$ cat config.mk
export PLATFORM = sky130hd
export DESIGN_NAME = modmul_reduce_driver
export DESIGN_NICKNAME = d
export VERILOG_FILES = /design/src/rtl/modmul_reduce_driver.sv
export SDC_FILE = /design/constraint.sdc
export NUM_CORES = 2
export LEC_CHECK = 0
export BUFFER_PORTS_ARGS = -buffer_cell sky130_fd_sc_hd__buf_4
export CORE_MARGIN = 2
export CORE_UTILIZATION = 40
export DETAILED_ROUTE_END_ITERATION = 6
export MAX_ROUTING_LAYER = met4
export PLACE_DENSITY_LB_ADDON = 0.05
export SYNTH_ARGS = -nofsm -noshare
export SYNTH_HDL_FRONTEND = slang
export SYNTH_SLANG_ARGS = --single-unit
$ cat constraint.sdc
create_clock -name clk -period 10.3 [get_ports clk]
set_clock_uncertainty 0.05 [all_clocks]
set_input_delay 2.06 -clock clk [delete_from_list [all_inputs] [get_ports clk]]
set_output_delay 2.06 -clock clk [all_outputs]
set_load 0.005 [all_outputs]
$ cat src/rtl/modmul_reduce_driver.sv
// modmul_reduce_driver: initiator for the Barrett reduction core.
// Captures (a, b, Q), forms the full product, issues it to the reduction core
// with a one-cycle start pulse, waits for done and returns the result over a
// valid/ready output. One transaction in flight at a time.
// Optional feature macro: MODMUL_TIMEOUT_EN adds a WAIT-state watchdog that
// sets a sticky err flag and drops the transaction after TIMEOUT_CYCLES.
module modmul_reduce_driver #(
    parameter int unsigned DATA_WIDTH     = 48,
    parameter int unsigned Q_WIDTH        = 23,
    parameter int unsigned TIMEOUT_CYCLES = 15
) (
    input  logic                  clk,
    input  logic                  rst,
    input  logic                  in_valid,
    output logic                  in_ready,
    input  logic [Q_WIDTH-1:0]    a_in,
    input  logic [Q_WIDTH-1:0]    b_in,
    input  logic [Q_WIDTH-1:0]    q_in,
    output logic                  red_start,
    output logic [DATA_WIDTH-1:0] red_data_in,
    output logic [Q_WIDTH-1:0]    red_q,
    input  logic                  red_done,
    input  logic [Q_WIDTH-1:0]    red_data_out,
    output logic                  out_valid,
    input  logic                  out_ready,
    output logic [Q_WIDTH-1:0]    res_out,
    output logic                  busy,
    output logic                  err
);

    // The product must never be truncated on its way to the reduction core.
    if (DATA_WIDTH < 2 * Q_WIDTH) begin : g_width_check
        $error("modmul_reduce_driver: DATA_WIDTH must be >= 2*Q_WIDTH");
    end
    if (TIMEOUT_CYCLES == 0) begin : g_timeout_check
        $error("modmul_reduce_driver: TIMEOUT_CYCLES must be nonzero");
    end

    typedef enum logic [2:0] {StIdle, StMul, StIssue, StWait, StHold} state_e;

    state_e                   state_q, state_d;
    logic [Q_WIDTH-1:0]       a_q, b_q, q_q;
    logic [2*Q_WIDTH-1:0]     product;
    logic                     timeout;

    assign product = {{Q_WIDTH{1'b0}}, a_q} * {{Q_WIDTH{1'b0}}, b_q};

`ifdef MODMUL_TIMEOUT_EN
    localparam int unsigned CntW = $clog2(TIMEOUT_CYCLES + 1);
    logic [CntW-1:0] cnt_q;

    // Watchdog: held at zero outside WAIT so it starts from zero on every entry.
    always_ff @(posedge clk) begin
        if (rst || state_q != StWait) begin
            cnt_q <= '0;
        end else begin
            cnt_q <= cnt_q + CntW'(1);
        end
    end

    // Fires in the last allowed WAIT cycle; red_done still takes precedence.
    assign timeout = (state_q == StWait) && (cnt_q == CntW'(TIMEOUT_CYCLES - 1));
`else
    assign timeout = 1'b0;
`endif

    // State register.
    always_ff @(posedge clk) begin
        if (rst) begin
            state_q <= StIdle;
        end else begin
            state_q <= state_d;
        end
    end

    // Next-state logic.
    always_comb begin
        state_d = state_q;
        unique case (state_q)
            StIdle:  if (in_valid) state_d = StMul;
            StMul:   state_d = StIssue;
            StIssue: state_d = StWait;
            StWait: begin
                if (red_done) begin
                    state_d = StHold;
                end else if (timeout) begin
                    state_d = StIdle;
                end
            end
            StHold:  if (out_ready) state_d = StIdle;
            default: state_d = StIdle;
        endcase
    end

    // Registered outputs and operand/result capture.
    always_ff @(posedge clk) begin
        if (rst) begin
            in_ready    <= 1'b1;
            busy        <= 1'b0;
            red_start   <= 1'b0;
            out_valid   <= 1'b0;
            red_data_in <= '0;
            red_q       <= '0;
            res_out     <= '0;
            err         <= 1'b0;
            a_q         <= '0;
            b_q         <= '0;
            q_q         <= '0;
        end else begin
            // Status flags are decoded from the state being entered so they
            // line up with that state without a combinational path.
            in_ready  <= (state_d == StIdle);
            busy      <= (state_d != StIdle);
            red_start <= (state_d == StIssue);
            out_valid <= (state_d == StHold);
            if (state_q == StIdle && in_valid) begin
                a_q <= a_in;
                b_q <= b_in;
                q_q <= q_in;
            end
            // Loaded once per transaction, so stable from ISSUE through done.
            if (state_q == StMul) begin
                red_data_in <= DATA_WIDTH'(product);
                red_q       <= q_q;
            end
            if (state_q == StWait && red_done) begin
                res_out <= red_data_out;
            end
            if (timeout && !red_done) begin
                err <= 1'b1;
            end
        end
    end

endmodule

==> impl_metrics.json <==
{
  "path_clk_slew_ns": 0.07,
  "start_util_pct": 40.5,
  "postSynthAreaPerCell_um2": 8.47,
  "grt_pass1_vias": 19300,
  "arrival_ns": 7.93,
  "grt_pass1_wl_mm": 112,
  "yosys_most_used_dff": "dfxtp_1",
  "cts-resized-gates": 0,
  "netlist_area_um2": 23400,
  "fp.dieH_um": 246,
  "totalNegativeSetupSlack_ns": 0,
  "root_buffer": "clkbuf_16",
  "vias": 18100,
  "ir_drop_mv": 0.120,
  "fp-row-count": 88,
  "worst_slew_pin_slew_ns": 1.32,
  "cp_num_cells": 22,
  "min_path_type": "register to register",
  "reg2reg_slack_ns": 2.68,
  "critPathCaptureType": "register",
  "layout_commonest_cell": "nand2_1",
  "post-route-min-period_ns": 7.62,
  "synth_cell_types": 61,
  "cts.sinks": 168,
  "fmax_ghz": 0.131,
  "post_cts_buffers": 0,
  "setup_violations": 0,
  "yosys_warnings": 0,
  "min_period_over_period_pct": 74.0,
  "cts_tree": "done",
  "status": "finished, final reports clean",
  "dpl.hpwl_mm": 55.0,
  "cts_buffers": 17,
  "first_iter_violations": 902,
  "grt_start_max_net_pins": 88,
  "synth-async-reset-ratio_pct": 0,
  "drive_above_1_share_pct": 9.70,
  "ios": 196,
  "first_pass_iters": 5,
  "fp.coreArea_um2": 57800,
  "dpl_cell_area_um2": 25500,
  "drc": 0,
  "hold_depth": 2,
  "cts_buffer_depth": 2,
  "final_core_util_pct": 45.1,
  "final_cell_mix": "nand2_1 (617), inv_1 (513), fa_1 (438), and2_1 (244), buf_4 (232)",
  "antenna_found_initial": 2,
  "dp_slack_ns": 2.73,
  "place.gp.congestion": 0.878,
  "hold_viol": 0,
  "io_buffers": 192,
  "required_ns": 10.61,
  "worstSkewPairLatency_ns": 0.45,
  "wl_per_cell_um": 19.3,
  "drt_wl_total_mm": 70.2,
  "worstPathCellList": "nand2_1 > fa_1 > fa_1 > inv_1 > fa_1 > inv_1 > fa_1 > inv_1 > fa_1 > fa_1 > inv_1 > fa_1 > inv_1 > ha_1 > nand2_1 > o21ai_0 > a41oi_1 > a32o_1 > a31o_2 > o221ai_1 > nor3_1 > o31ai_1",
  "p_leak_uw": 0.0125,
  "fin_nets": 3560,
  "relSlewSlack_pct": 12.2,
  "critPathSlowestCell": "dfxtp_1",
  "rsz0062_at_grt": "no",
  "start_kind": "register",
  "synth-edff-count": 0,
  "path_buf_inv": 5,
  "p_per_area_nw_per_um2": 81.8,
  "synth-seq-cells": 168,
  "worstRegToRegCells": 22,
  "detail-route-antenna-nets": 0,
  "grt_overflow": 0,
  "die-area_um2": 60400,
  "viasPerCell": 4.99,
  "die_x_um": 246,
  "crit_fanout": 24,
  "slowest_delay_ns": 1.05,
  "maxSlewViolCount": 0,
  "crit_top_cell": "fa_1",
  "finalInstanceArea_um2": 26100,
  "area.growth.synth_to_final_pct": 11.5,
  "cpLargestDelayFamily": "adder cells",
  "power_uw": 2130,
  "synth_seq_area_share_pct": 14.4,
  "setup_ws_ns": 2.68,
  "htree_levels": 4,
  "hold_buffers": 0,
  "track_usage_pct": 25.1,
  "cap_violations": 0,
  "path_class": "register to register",
  "synth_cells": 2762
}
## layout make-up
cell class                      count  area, um2
Timing Repair Buffer              232       1740
Clock buffer                       20        457
Inverter                          513       1930
Clock inverter                     12        153
Sequential cell                   168       3360
Tap cell                          765        957
Multi-Input combinational cell   1921      17500
Fill cell                        5714      31700
Antenna cell                        2       5.00
## stage by stage
step / cells / hold slack, ns
finish: 3633 / 0.397
CTS: 3631 / 0.402
detailed placement: 3599 / 0.393
global placement: 3599 / 0.387
global route: 3632 / 0.421
floorplan: 2764 / 0.382
## metal layers
metal | share of wire (%) | global-route usage, % | vias up
met5 | 0 | - | -
met4 | 1.2 | 4.88 | 0
met3 | 6.2 | 4.58 | 52
met2 | 46 | 38.9 | 473
met1 | 47 | 34.6 | 9139
li1 | - | - | 8454
## power breakdown
part	switching [uW]	leakage (uW)	internal, uW
Sequential	63.5	0.00137	684
Clock	304	0.000305	380
Combinational	446	0.0108	257
## cell usage after synthesis, types with 5 or more instances
cell type | instances | area (um2)
nand2_1 | 617 | 2320
xor2_1 | 11 | 96.3
or3_1 | 6 | 37.5
o31ai_1 | 6 | 45.0
dfxtp_1 | 168 | 3360
o21bai_1 | 7 | 52.6
buf_2 | 6 | 30.0
nor3_1 | 11 | 55.1
and2_1 | 244 | 1530
o21ai_0 | 39 | 195
xnor2_1 | 27 | 236
a21o_1 | 21 | 158
ha_1 | 172 | 2150
clkbuf_1 | 151 | 567
fa_1 | 438 | 8770
nand4_1 | 9 | 56.3
nor2_1 | 26 | 97.6
nand3_1 | 13 | 65.1
and3_1 | 8 | 50.1
a31oi_1 | 6 | 37.5
o21a_1 | 5 | 37.5
nand2b_1 | 5 | 31.3
a21oi_1 | 190 | 951
inv_1 | 513 | 1930
## worst register-to-register path, stage by stage, from the launching register on
cell	delay [ns]
dfxtp_1	1.05
nand2_1	0.20
fa_1	0.55
fa_1	0.55
inv_1	0.05
fa_1	0.51
inv_1	0.06
fa_1	0.60
inv_1	0.07
fa_1	0.49
fa_1	0.51
inv_1	0.05
fa_1	0.48
inv_1	0.04
ha_1	0.35
nand2_1	0.10
o21ai_0	0.28
a41oi_1	0.25
a32o_1	0.32
a31o_2	0.24
o221ai_1	0.39
nor3_1	0.10
o31ai_1	0.25
## sequential cells by signal, summed over array words and instances (netlist names)
name         count
busy             1
state_q          3
red_q           23
q_q             23
in_ready         1
b_q             23
out_valid        1
a_q             23
red_data_in     46
res_out         23
red_start        1
## worst paths after layout
check	start	to
worst max-delay path	a_q[10]$_SDFFE_PP0P_	red_data_in[40]$_SDFFE_PP0P_
worst min-delay path	q_q[5]$_SDFFE_PP0P_	red_q[5]$_SDFFE_PP0P_
worst max register to register	a_q[10]$_SDFFE_PP0P_	red_data_in[40]$_SDFFE_PP0P_
worst min register to register	q_q[5]$_SDFFE_PP0P_	red_q[5]$_SDFFE_PP0P_
## kinds of logic after synthesis
| group | after synthesis | share of synthesized area, % |
|---|---|---|
| and+or+nand+nor | 956 | 18.7 |
| buffers and inverters | 675 | 10.9 |
| adders and majority gates | 610 | 46.7 |
| AOI/OAI and AO/OA | 311 | 7.76 |
| DFF | 168 | 14.4 |
| xor gates and xnor gates | 38 | 1.42 |
| muxes | 3 | 0.128 |
| other | 1 | 0.0160 |
(Power assumes the default switching activity.)
